===== config.mk =====
export PLATFORM = sky130hd
export DESIGN_NAME = instruction_fetch_unit
export DESIGN_NICKNAME = d
export VERILOG_FILES = /design/src/rtl/instruction_fetch_unit_pkg.sv /design/src/rtl/instruction_fetch_unit_program_counter.sv /design/src/rtl/instruction_fetch_unit.sv
export SDC_FILE = /design/constraint.sdc
export NUM_CORES = 1
export LEC_CHECK = 0
export CORE_MARGIN = 2
export CORE_UTILIZATION = 44
export DETAILED_ROUTE_END_ITERATION = 16
export GPL_TIMING_DRIVEN = 0
export PLACE_DENSITY = 0.87
export SLEW_MARGIN = 25
export SYNTH_ARGS = -nofsm -noshare
export SYNTH_HDL_FRONTEND = slang
export SYNTH_SLANG_ARGS = --single-unit

===== constraint.sdc =====
create_clock -name clk -period 3.1 [get_ports clk]
set_input_delay 0.62 -clock clk [delete_from_list [all_inputs] [get_ports clk]]
set_output_delay 0.62 -clock clk [all_outputs]
set_load 0.01 [all_outputs]

===== src/rtl/instruction_fetch_unit_pkg.sv =====
// rtl/instruction_fetch_unit_pkg.sv - shared types and constants for the instruction fetch unit
package instruction_fetch_unit_pkg;

    typedef enum logic [1:0] {
        IDLE   = 2'd0,
        RUN    = 2'd1,
        HALTED = 2'd2
    } ifu_state_t;

    localparam logic [31:0] RESET_PC_DEFAULT = 32'h0000_0000;
    localparam int unsigned WORD_BYTES       = 4;

endpackage


===== src/rtl/instruction_fetch_unit_program_counter.sv =====
// rtl/instruction_fetch_unit_program_counter.sv - program counter register with next-pc mux
module program_counter
    import instruction_fetch_unit_pkg::*;
#(
    parameter logic [31:0] RESET_PC = RESET_PC_DEFAULT
) (
    input  logic        clk,
    input  logic        rst_n,
    input  logic        redirect,
    input  logic [31:0] redirect_target,
    input  logic        advance,
    output logic [31:0] pc,
    output logic [31:0] pc_plus4
);

    logic [31:0] pc_next;

    // Sequential increment wraps naturally at 2^32
    assign pc_plus4 = pc + 32'(WORD_BYTES);

    // Redirect beats advance; the target is forced word-aligned
    always_comb begin
        pc_next = pc;
        if (redirect) begin
            pc_next = {redirect_target[31:2], 2'b00};
        end else if (advance) begin
            pc_next = pc_plus4;
        end
    end

    // PC register
    always_ff @(posedge clk or negedge rst_n) begin
        if (!rst_n) begin
            pc <= RESET_PC;
        end else begin
            pc <= pc_next;
        end
    end

endmodule


===== src/rtl/instruction_fetch_unit.sv =====
// rtl/instruction_fetch_unit.sv - fetch stage: fsm, IF/ID register and fetch counter
module instruction_fetch_unit
    import instruction_fetch_unit_pkg::*;
#(
    parameter logic [31:0] RESET_PC   = RESET_PC_DEFAULT,
    parameter int          IMEM_WORDS = 128
) (
    input  logic        clk,
    input  logic        rst_n,
    input  logic        stall,
    input  logic        flush,
    input  logic        branch_taken,
    input  logic [31:0] branch_target,
    input  logic        halt,
    input  logic [31:0] imem_instruction,
    output logic [31:0] imem_address,
    output logic [31:0] ifid_instruction,
    output logic [31:0] ifid_pc_plus4,
    output logic        ifid_valid,
    output logic [31:0] pc,
    output logic [31:0] fetch_count,
    output logic        misalign_err
);

    // Memory depth is informational only; fetch addressing uses the full PC
    if (IMEM_WORDS < 1) begin : g_imem_words_nonpositive
    end

    ifu_state_t  state_q, state_d;
    logic        do_fetch;
    logic        do_redirect;
    logic        do_clear;
    logic        do_invalidate;
    logic [31:0] pc_plus4;

    program_counter #(
        .RESET_PC(RESET_PC)
    ) u_pc (
        .clk            (clk),
        .rst_n          (rst_n),
        .redirect       (do_redirect),
        .redirect_target(branch_target),
        .advance        (do_fetch),
        .pc             (pc),
        .pc_plus4       (pc_plus4)
    );

    assign imem_address = pc;

    // FSM state register
    always_ff @(posedge clk or negedge rst_n) begin
        if (!rst_n) begin
            state_q <= IDLE;
        end else begin
            state_q <= state_d;
        end
    end

    // Next state and per-cycle actions; priority branch > flush > halt > stall
    always_comb begin
        state_d       = state_q;
        do_fetch      = 1'b0;
        do_redirect   = 1'b0;
        do_clear      = 1'b0;
        do_invalidate = 1'b0;
        case (state_q)
            IDLE: begin
                state_d = RUN;
            end
            RUN: begin
                if (branch_taken) begin
                    do_redirect = 1'b1;
                    do_clear    = 1'b1;
                end else if (flush) begin
                    do_clear = 1'b1;
                end else if (halt) begin
                    state_d       = HALTED;
                    do_invalidate = 1'b1;
                end else if (!stall) begin
                    do_fetch = 1'b1;
                end
            end
            HALTED: begin
                if (branch_taken) begin
                    do_redirect = 1'b1;
                    do_clear    = 1'b1;
                end else begin
                    do_clear = flush;
                    if (!halt) begin
                        state_d = RUN;
                    end
                end
            end
            default: begin
                state_d = IDLE;
            end
        endcase
    end

    // IF/ID register: squash, load, or drop only the valid bit on halt
    always_ff @(posedge clk or negedge rst_n) begin
        if (!rst_n) begin
            ifid_instruction <= 32'h0;
            ifid_pc_plus4    <= 32'h0;
            ifid_valid       <= 1'b0;
        end else if (do_clear) begin
            ifid_instruction <= 32'h0;
            ifid_pc_plus4    <= 32'h0;
            ifid_valid       <= 1'b0;
        end else if (do_fetch) begin
            ifid_instruction <= imem_instruction;
            ifid_pc_plus4    <= pc_plus4;
            ifid_valid       <= 1'b1;
        end else if (do_invalidate) begin
            ifid_valid <= 1'b0;
        end
    end

    // Count of accepted fetches, wrapping at 2^32
    always_ff @(posedge clk or negedge rst_n) begin
        if (!rst_n) begin
            fetch_count <= 32'h0;
        end else if (do_fetch) begin
            fetch_count <= fetch_count + 32'd1;
        end
    end

    // Sticky record of any redirect to a non-word-aligned target
    always_ff @(posedge clk or negedge rst_n) begin
        if (!rst_n) begin
            misalign_err <= 1'b0;
        end else if (do_redirect && (branch_target[1:0] != 2'b00)) begin
            misalign_err <= 1'b1;
        end
    end

endmodule

==> results of run 1 <==
worst paths after layout:
| path | from | depth (start not counted) | end | slack, ns |
|---|---|---|---|---|
| min | rst_n | 1 | ifid_pc_plus4[10] | 0.08 |
| max | branch_taken | 8 | ifid_pc_plus4[12] | 0.23 |
| max in group asynchronous | rst_n | 2 | fetch_count[17] | 2.30 |
| min in group clk | ifid_pc_plus4[18] | 1 | ifid_pc_plus4[18] | 0.48 |
| min reg2reg | ifid_pc_plus4[18] | 1 | ifid_pc_plus4[18] | 0.48 |
| max reg2reg | state_q[1] | 9 | ifid_pc_plus4[12] | 0.30 |
layer usage:
| metal | track usage, % | up-vias | part of all wire [%] | routed length [um] |
|---|---|---|---|---|
| met3 | 5.69 | 39 | 6.4 | 1150 |
| met2 | 39.9 | 203 | 48 | 8770 |
| met4 | 10.8 | 0 | 2.8 | 503 |
| met1 | 33.9 | 2647 | 42 | 7690 |
| li1 | - | 2546 | - | - |
| met5 | 0 | - | 0 | 0 |
worst max-delay path: stages:
cell                              delay [ns]
sky130_fd_sc_hd__clkdlybuf4s50_1        0.50
sky130_fd_sc_hd__or4b_1                 0.54
sky130_fd_sc_hd__buf_2                  0.17
sky130_fd_sc_hd__or2_4                  0.25
sky130_fd_sc_hd__buf_6                  0.15
sky130_fd_sc_hd__clkbuf_1               0.29
sky130_fd_sc_hd__clkbuf_1               0.38
sky130_fd_sc_hd__o21ai_0                0.28
synth_stat cells, types with 2 or more instances:
library cell	number	share of area (%)
sky130_fd_sc_hd__o311ai_0	2	0.29
sky130_fd_sc_hd__nor3_1	16	1.3
sky130_fd_sc_hd__or4_1	2	0.25
sky130_fd_sc_hd__or3_1	2	0.21
sky130_fd_sc_hd__clkbuf_1	26	1.6
sky130_fd_sc_hd__inv_1	9	0.56
sky130_fd_sc_hd__and3_1	20	2.1
sky130_fd_sc_hd__a22oi_1	6	0.74
sky130_fd_sc_hd__and4_1	8	1.2
sky130_fd_sc_hd__a22o_1	33	4.8
sky130_fd_sc_hd__nor3b_1	4	0.50
sky130_fd_sc_hd__a211o_1	2	0.29
sky130_fd_sc_hd__a221o_1	11	1.8
sky130_fd_sc_hd__nor4_1	4	0.41
sky130_fd_sc_hd__and2_1	6	0.62
sky130_fd_sc_hd__dfrtp_1	129	53
sky130_fd_sc_hd__xor2_1	20	2.9
sky130_fd_sc_hd__nor2_1	19	1.2
sky130_fd_sc_hd__o211ai_1	2	0.25
sky130_fd_sc_hd__o31ai_1	2	0.25
sky130_fd_sc_hd__o21ai_0	48	4.0
sky130_fd_sc_hd__nand4_1	16	1.7
sky130_fd_sc_hd__nand3_1	25	2.1
sky130_fd_sc_hd__buf_2	3	0.25
sky130_fd_sc_hd__nand2_1	61	3.8
sky130_fd_sc_hd__a21o_1	5	0.62
sky130_fd_sc_hd__ha_1	5	1.0
sky130_fd_sc_hd__a21oi_1	15	1.2
sky130_fd_sc_hd__buf_4	35	4.3
sky130_fd_sc_hd__xnor2_1	35	5.1
sky130_fd_sc_hd__o22ai_1	2	0.21
sequential cells by signal, indices dropped and copies added (netlist names):
name              count
u_pc.pc              30
ifid_instruction     32
misalign_err          1
state_q               2
ifid_valid            1
fetch_count          32
ifid_pc_plus4        31
power by group through the flow:
stage	clock network, W	registers, W	logic [W]
after floorplan	0	0.00250	0.00127
final	0.00208	0.00245	0.00282
after CTS	0.00210	0.00245	0.00284
after global placement	0	0.00245	0.00276
after detailed placement	0	0.00247	0.00282
after global routing	0.00218	0.00250	0.00305
stage by stage:
stage | utilization, % | cell area (um2)
final | 68.9 | 9200
after global placement | 64.0 | 8550
after CTS | 68.9 | 9200
after detailed placement | 64.3 | 8580
after floorplan | - | 6060
after global routing | 68.9 | 9200
kinds of logic (layout without fill, tap and decap cells):
family	after synthesis	count (layout)	synth area share, %
and+or+nand+nor	185	185	15.5
muxes	1	1	0.165
xor gates and xnor gates	55	55	7.96
AOI/OAI and AO/OA	131	131	14.9
buffers and inverters	75	334	7.01
adders and majority gates	5	5	1.03
DFF	129	129	53.3
other	1	4	0.0620
final cells by class:
type | count | area share [%]
clock buffers | 23 | 5.30
plain buffers | 66 | 4.24
repair buffers | 227 | 24.9
inverters | 9 | 0.367
well taps | 176 | 2.39
flip-flops and latches | 129 | 35.1
multi-input cells | 381 | 26.3
clock inverters | 9 | 1.40
==> flow_summary.ini, run 1 <==
[clocking]
numCtsBuffers = 17
clkSlewWorstSetupHoldPaths_ns = 0.06
clock_tree.htree_level_count = 4
postCtsHoldBufs = 0
cts_root_buf = sky130_fd_sc_hd__clkbuf_16
tritoncts_sinks = 129
post-cts-setup-buffer-count = 0
post_cts.resized_instances = 1
tritoncts_clock_tree = done
clk_latency_ns = 0.42
maximum_clock_insertion_buffer_count = 2

[place]
dp_cells = 988
quantity_of_i_o_buffers_inserted_on_ports = 226
gpl_congestion = 0.821
dp.final_hpwl_um = 13000
dp_slack_ns = -0.378

[grt]
global_route.overflow_total = 0
first_pass_grt_wire_length_um = 28600
antenna_found_initial = 0
grt_start_max_net_pins = 85
grt_pass1_vias = 5355
groute.usage.overall_pct = 25.4

[finish]
seq_area_mm2 = 0.00323
layout.cells.most_common_list = sky130_fd_sc_hd__clkdlybuf4s50_1 (225), sky130_fd_sc_hd__dfrtp_1 (129), sky130_fd_sc_hd__nand2_1 (61), sky130_fd_sc_hd__o21ai_0 (48)
fillerInstances = 1042
final_net_count = 906
antennaDiodeCount = 0
layoutNonFillerInstCount = 1020
most_common_cell_after_layout_fill_and_taps_aside = sky130_fd_sc_hd__clkdlybuf4s50_1
multi_input_comb_area_mm2 = 0.00242
layout-area-overhead-vs-synth_pct = 52.1
final_layout_size_suffix_gt1_share_pct = 8.89

[power_and_ir_drop]
finalPower_w = 0.00736
net-switching-power_w = 0.00245
pwr-share-seq_pct = 33.3
static-leakage-power_nw = 3.99
clkPwrFrac_pct = 28.3
powerDensity_mw_per_mm2 = 799
intPower_w = 0.00490
vdd_ir_drop_max_uv = 436
pwr-share-comb_pct = 38.4
switching_share_pct = 33.4

[logic_synthesis]
synth.distinct_cells = 40
yosysSeqAreaShare_pct = 53.3
synth-seq-cells = 129
yosysWarnings = 0
async_flop_share_pct = 100
syn_avg_cell_area_um2 = 10.4
number_of_enable_type_register_cells_in_the_synthesized_netlist = 0
post_synth_instance_area_mm2 = 0.00605
synth_top_flop_cell = sky130_fd_sc_hd__dfrtp_1
synth_cells = 582

[floorplanning]
core_region_area_mm2 = 0.0133
pin_count = 232
rows = 42
die_h_um = 121
floorplan.initialDensity_pct = 45.3
width_of_the_chip_um = 121
die_area_mm2 = 0.0147

[drt]
post_drt_antenna_nets = 0
post-route-drc-count = 0
detailed_routing_iteration_count_for_the_pre_antenna_repair_pass = 5
detailroute.via_count = 5435
drtIter0Drc = 459
wirelength_um = 18100
vias_per_cell = 5.33
routed_wire_length_per_instance_um = 17.8

[sta]
finalSetupTns_ns = 0
rsz_0062_raised_after_global_routing = false
final.setup_skew_ns = 0.00892
post-route-worst-setup-slack_ns = 0.235
setup_viol = 0
hold_viol_final = 0
fin_worst_hold_slack_ns = 0.0845
worst-slew-pin-transition_ns = 0.935
finalCritPeriodShare_pct = 92.4
min_period_ns = 2.87
fmaxAchievable_ghz = 0.349
max_slew_margin_pct = 37.2
timing.final.max_slew_violations = 0

[critical_path]
worst-path-max-fanout = 10
timing.critical_path.arrival_ns = 3.19
worstSetupStartpointType = input pin
worst_setup_path_category = input pin to flip-flop
critical_path.endpoint_type = flip-flop
worst_ep_required_time_ns = 3.42

[run]
cap_violations = 0

[worst_hold_path]
hold_path.class = input pin to async pin

[run_status]
outcome = complete, no violations
Note: power is estimated with default switching activity, not from simulation.
==> run 2: changes to the inputs <==
--- a/config.mk
+++ b/config.mk
@@ -6,10 +6,12 @@
 export NUM_CORES = 1
 export LEC_CHECK = 0
 export CORE_MARGIN = 2
-export CORE_UTILIZATION = 44
+export CORE_UTILIZATION = 45
+export CTS_BUF_LIST = sky130_fd_sc_hd__clkbuf_2 sky130_fd_sc_hd__clkbuf_4 sky130_fd_sc_hd__clkbuf_8
 export DETAILED_ROUTE_END_ITERATION = 16
 export GPL_TIMING_DRIVEN = 0
-export PLACE_DENSITY = 0.87
+export PLACE_DENSITY = 0.89
+export REMOVE_ABC_BUFFERS = 1
 export SLEW_MARGIN = 25
 export SYNTH_ARGS = -nofsm -noshare
 export SYNTH_HDL_FRONTEND = slang
==> run 2 against run 1 <==
- count of clock-buffer cells in the layout is 3 lower
- flip-flop and latch count unchanged
- routed wire length fell by 5.4%
- global-route usage decreased by 1.1 points
- final area decreased by 4.8%
- clock power decreased by 26%
- via count is 3.4% lower
- power decreased by 11%
- cell count down 6.0%
- register-to-register slack lost 0.04 ns
==> flow_summary.ini, run 2 (same netlist as run 1, synthesis figures left out) <==
[drt]
post-route-drc-count = 0
detailed_routing_iteration_count_for_the_pre_antenna_repair_pass = 5
detailroute.via_count = 5249
routed_wire_length_per_instance_um = 17.9
post_drt_antenna_nets = 0
wirelength_um = 17100
drtIter0Drc = 357
vias_per_cell = 5.47

[floorplanning]
rows = 42
pin_count = 232
die_h_um = 120
width_of_the_chip_um = 120
floorplan.initialDensity_pct = 45.9
die_area_mm2 = 0.0144
core_region_area_mm2 = 0.0132

[critical_path]
timing.critical_path.arrival_ns = 3.16
worstSetupStartpointType = flip-flop
worst_setup_path_category = flip-flop to flip-flop
worst-path-max-fanout = 76
timing.reg2reg.setup_slack_ns = 0.26
critical_path.endpoint_type = flip-flop
worst_ep_required_time_ns = 3.42

[clocking]
tritoncts_clock_tree = done
tritoncts_sinks = 129
postCtsHoldBufs = 0
post_cts.resized_instances = 0
clkSlewWorstSetupHoldPaths_ns = 0.08
maximum_clock_insertion_buffer_count = 2
clock_tree.htree_level_count = 4
numCtsBuffers = 17
post-cts-setup-buffer-count = 0
cts_root_buf = sky130_fd_sc_hd__clkbuf_8
clk_latency_ns = 0.45

[finish]
biggestRegsByFlops = fetch_count (32), ifid_instruction (32), ifid_pc_plus4 (31)
final_net_count = 845
layout.cells.most_common_list = sky130_fd_sc_hd__clkdlybuf4s50_1 (226), sky130_fd_sc_hd__dfrtp_1 (129), sky130_fd_sc_hd__nand2_1 (60), sky130_fd_sc_hd__o21ai_0 (48), sky130_fd_sc_hd__xnor2_1 (35)
seq_area_mm2 = 0.00323
multi_input_comb_area_mm2 = 0.00245
layout-area-overhead-vs-synth_pct = 44.8
antennaDiodeCount = 0
fillerInstances = 1011
final_layout_size_suffix_gt1_share_pct = 6.00
most_common_cell_after_layout_fill_and_taps_aside = sky130_fd_sc_hd__clkdlybuf4s50_1

[power_and_ir_drop]
vdd_ir_drop_max_uv = 468
powerDensity_mw_per_mm2 = 751
static-leakage-power_nw = 3.73
finalPower_w = 0.00658

[sta]
timing.final.max_slew_violations = 0
fmaxAchievable_ghz = 0.352
worst-slew-pin-transition_ns = 0.740
hold_viol_final = 0
max_slew_margin_pct = 50.2
finalSetupTns_ns = 0
final.setup_skew_ns = 0.0104
setup_viol = 0
min_period_ns = 2.84
finalCritPeriodShare_pct = 91.7
rsz_0062_raised_after_global_routing = false
post-route-worst-setup-slack_ns = 0.258

[grt]
groute.usage.overall_pct = 24.3
antenna_found_initial = 0
grt_start_max_net_pins = 78
grt_pass1_vias = 5222
global_route.overflow_total = 0
first_pass_grt_wire_length_um = 27400

[place]
dp.final_hpwl_um = 12000
gpl_congestion = 0.812
dp_slack_ns = -0.247
quantity_of_i_o_buffers_inserted_on_ports = 227

[run_status]
outcome = complete, no violations

[worst_hold_path]
hold_path.class = input pin to async pin

[run]
cap_violations = 0
==> run 2: area by class of cell <==
type	count	area share, %
inverters	9	0.385
well taps	176	2.51
clock inverters	12	1.80
multi-input cells	381	27.9
repair buffers	232	27.6
clock buffers	20	3.00
flip-flops and latches	129	36.8
==> run 2: report_power, final <==
group | total (W) | switching [W] | internal, W
Combinational | 0.00255 | 0.00116 | 0.00140
Clock | 0.00153 | 0.000687 | 0.000838
Sequential | 0.00250 | 0.000507 | 0.00200
Total | 0.00658 | 0.00235 | 0.00423
==> run 2: worst paths after layout <==
path | from | endpoint | cells past startpoint
max | state_q[1] | u_pc.pc[6] | 7
min | rst_n | ifid_pc_plus4[31] | 1
max reg2reg | state_q[1] | u_pc.pc[6] | 7
min reg2reg | fetch_count[31] | fetch_count[31] | 1
max in group asynchronous | rst_n | u_pc.pc[17] | 2
min in group clk | fetch_count[31] | fetch_count[31] | 1
==> run 2: worst max-delay path: stages, from the launching register on <==
cell and delay, ns:
sky130_fd_sc_hd__dfrtp_1 0.41, sky130_fd_sc_hd__inv_1 0.11, sky130_fd_sc_hd__ha_1 0.24, sky130_fd_sc_hd__or4b_1 0.62, sky130_fd_sc_hd__or2_4 0.53, sky130_fd_sc_hd__nand2_2 0.29
sky130_fd_sc_hd__o21ai_0 0.14, sky130_fd_sc_hd__a221o_1 0.33
==> run 2: metal layers <==
layer | GRT usage, % | vias up | routed length, um
li1 | - | 2421 | -
met1 | 31.0 | 2569 | 7290
met2 | 39.9 | 235 | 8210
met3 | 6.61 | 24 | 1360
met4 | 8.31 | 0 | 278
met5 | 0 | - | 0
==> run 2: per-stage QoR <==
stage	cell area (um2)	hold slack [ns]	utilization, %	cells
2_1_floorplan	5670	0.324	-	519
6_report	8760	0.127	66.4	959
4_1_cts	8760	0.138	66.4	959
3_3_place_gp	8170	0.460	61.9	922
5_1_grt	8760	0.167	66.4	959
3_5_place_dp	8340	0.466	63.2	927
==> run 3: changes to the inputs <==
--- a/config.mk
+++ b/config.mk
@@ -5,7 +5,7 @@
 export SDC_FILE = /design/constraint.sdc
 export NUM_CORES = 1
 export LEC_CHECK = 0
-export CORE_MARGIN = 2
+export CORE_MARGIN = 8
 export CORE_UTILIZATION = 45
 export CTS_BUF_LIST = sky130_fd_sc_hd__clkbuf_2 sky130_fd_sc_hd__clkbuf_4 sky130_fd_sc_hd__clkbuf_8
 export DETAILED_ROUTE_END_ITERATION = 16
==> run 3 against run 2 <==
- clock power rose by 9%
- via count barely moved
- non-clock buffer count fell by 1
- setup slack got worse by 0.077 ns
- die area rose by 21%
- sequential share of layout area barely moved
- largest power group unchanged
- count of clock-buffer cells in the layout rose by 2
- global-route usage fell by 3.1 points
- critical path type is now input pin to flip-flop
- combinational power rose by 2%
- hold slack improved by 0.00070 ns
- first-iteration DRC count fell by 18%
==> flow_summary.ini, run 3 (same netlist as run 1, synthesis figures left out) <==
[drt]
wirelength_um = 18700
vias_per_cell = 5.47
detailed_routing_iteration_count_for_the_pre_antenna_repair_pass = 5
drtIter0Drc = 291
post-route-drc-count = 0
detailroute.via_count = 5245
routed_wire_length_per_instance_um = 19.5
post_drt_antenna_nets = 0

[power_and_ir_drop]
intPower_w = 0.00440
vdd_ir_drop_max_uv = 566
switching_share_pct = 34.8
pwr-share-comb_pct = 38.4
net-switching-power_w = 0.00235
clkPwrFrac_pct = 24.7
pwr-share-seq_pct = 36.9
static-leakage-power_nw = 3.73
finalPower_w = 0.00675
powerDensity_mw_per_mm2 = 770

[floorplanning]
core_region_area_mm2 = 0.0132
rows = 42
die_h_um = 132
pin_count = 232
die_area_mm2 = 0.0174
floorplan.initialDensity_pct = 45.9
width_of_the_chip_um = 132

[worst_hold_path]
hold_path.class = input pin to async pin

[grt]
met3_usage_pct = 8.31
top_usage_layer = met2
first_pass_grt_wire_length_um = 29600
grt.met1_usage_pct = 25.7
grt_pass1_vias = 5328
antenna_found_initial = 0
met2_resource_use_gr_pct = 34.8
global_route.overflow_total = 0
groute.usage.overall_pct = 21.2
grt_start_max_net_pins = 77

[critical_path]
critical_path.endpoint_type = flip-flop
timing.critical_path.cells = clkdlybuf4s50_1, or4b_1, nor2_4, buf_16, nor2_2, a22oi_1, o21ai_0
worst_setup_path_category = input pin to flip-flop
worstSetupStartpointType = input pin
slowest_delay_ns = 0.70
worst_path_buf_inv = 2
critPathTopFamily = simple AND/OR/NAND/NOR gates
worst-path-max-fanout = 23
timing.critical_path.arrival_ns = 3.21
crit_path_top_delay_cell = sky130_fd_sc_hd__or4b_1
worst_ep_required_time_ns = 3.39

[sta]
finalCritPeriodShare_pct = 94.2
timing.final.max_slew_violations = 0
min_period_ns = 2.92
setup_viol = 0
finalSetupTns_ns = 0
hold_viol_final = 0
worst-slew-pin-transition_ns = 1.04
post-route-worst-setup-slack_ns = 0.181
fin_worst_hold_slack_ns = 0.128
final.setup_skew_ns = 0.00959
max_slew_margin_pct = 30.2
fmaxAchievable_ghz = 0.343
rsz_0062_raised_after_global_routing = false

[finish]
antennaDiodeCount = 0
layout.core_utilization_pct = 66.5
final_net_count = 844
most_common_cell_after_layout_fill_and_taps_aside = sky130_fd_sc_hd__clkdlybuf4s50_1
fillerInstances = 988
final_layout_size_suffix_gt1_share_pct = 5.75
biggestRegsByFlops = fetch_count (32), ifid_instruction (32), ifid_pc_plus4 (31)
layout-area-overhead-vs-synth_pct = 44.9
layout.cells.most_common_list = sky130_fd_sc_hd__clkdlybuf4s50_1 (226), sky130_fd_sc_hd__dfrtp_1 (129), sky130_fd_sc_hd__nand2_1 (60), sky130_fd_sc_hd__o21ai_0 (48), sky130_fd_sc_hd__xnor2_1 (35)

[clocking]
postCtsHoldBufs = 0
tritoncts_clock_tree = done
post-cts-setup-buffer-count = 0
clkSlewWorstSetupHoldPaths_ns = 0.08
clk_latency_ns = 0.44
tritoncts_sinks = 129
cts_root_buf = sky130_fd_sc_hd__clkbuf_8
numCtsBuffers = 17
maximum_clock_insertion_buffer_count = 2
clock_tree.htree_level_count = 4

[place]
dp.final_hpwl_um = 13500
quantity_of_i_o_buffers_inserted_on_ports = 227
gpl_congestion = 0.815
dp_slack_ns = -0.258

[run]
cap_violations = 0

[run_status]
outcome = complete, no violations
-- run 3: cell types whose count changed in the layout (fill, tap and decap cells not counted) --
cell	before	now
sky130_fd_sc_hd__nor3_2	2	1
sky130_fd_sc_hd__nor3_1	14	15
sky130_fd_sc_hd__buf_16	5	4
sky130_fd_sc_hd__bufinv_16	3	5
sky130_fd_sc_hd__clkinv_4	2	0
sky130_fd_sc_hd__clkbuf_4	2	4
sky130_fd_sc_hd__inv_6	2	0
-- run 3: final timing paths --
kind                       slack, ns  depth (start not counted)            start                    to
setup reg to reg                0.20                          8       state_q[1]           u_pc.pc[14]
hold / removal                  0.13                          1            rst_n        fetch_count[6]
min in group clk                0.47                          1  fetch_count[31]       fetch_count[31]
hold reg to reg                 0.47                          1  fetch_count[31]       fetch_count[31]
setup / recovery                0.18                          7     branch_taken           u_pc.pc[14]
max in group asynchronous       2.30                          2            rst_n  ifid_instruction[13]
-- run 3: power by group through the flow --
stage	Sequential, W	Combinational (W)	Clock [W]
2_1_floorplan	0.00264	0.000813	0
3_3_place_gp	0.00248	0.00233	0
3_5_place_dp	0.00251	0.00261	0
4_1_cts	0.00249	0.00262	0.00170
5_1_grt	0.00256	0.00279	0.00177
6_report	0.00250	0.00259	0.00167
-- run 3: area by class of cell --
class                   instances  area, um2  area share (%)
flip-flops and latches        129       3230            36.8
clock buffers                  22        278            3.17
repair buffers                231       2390            27.2
well taps                     176        220            2.51
multi-input cells             381       2440            27.8
inverters                       9       33.8           0.385
clock inverters                10        183            2.08
-- run 3: metal layers --
metal,part of all wire [%],wire length (um),up-vias
li1,-,-,2415
met1,42,7860,2588
met2,49,9120,228
met3,8.2,1530,14
met4,0.74,138,0
met5,0,0,-
-- run 3: what timing repair did --
| action | CTS | global route |
|---|---|---|
| endpoints found under the setup margin | 0 | 1 |
| endpoints found under the hold margin | 0 | 0 |
| resized for setup | 0 | 1 |
-- run 3: worst register-to-register path: stages, from the launching register on --
cell                      delay (ns)
sky130_fd_sc_hd__dfrtp_1        0.40
sky130_fd_sc_hd__inv_1          0.10
sky130_fd_sc_hd__ha_1           0.24
sky130_fd_sc_hd__or4b_1         0.61
sky130_fd_sc_hd__nor2_4         0.60
sky130_fd_sc_hd__buf_16         0.25
sky130_fd_sc_hd__nor2_2         0.18
sky130_fd_sc_hd__a22oi_1        0.24
sky130_fd_sc_hd__o21ai_0        0.13
-- run 3: per-stage QoR --
stage / area, um2 / cells
after floorplan: 5670 / 519
after global placement: 8170 / 922
after detailed placement: 8310 / 926
after CTS: 8770 / 958
after global routing: 8770 / 958
final: 8770 / 958
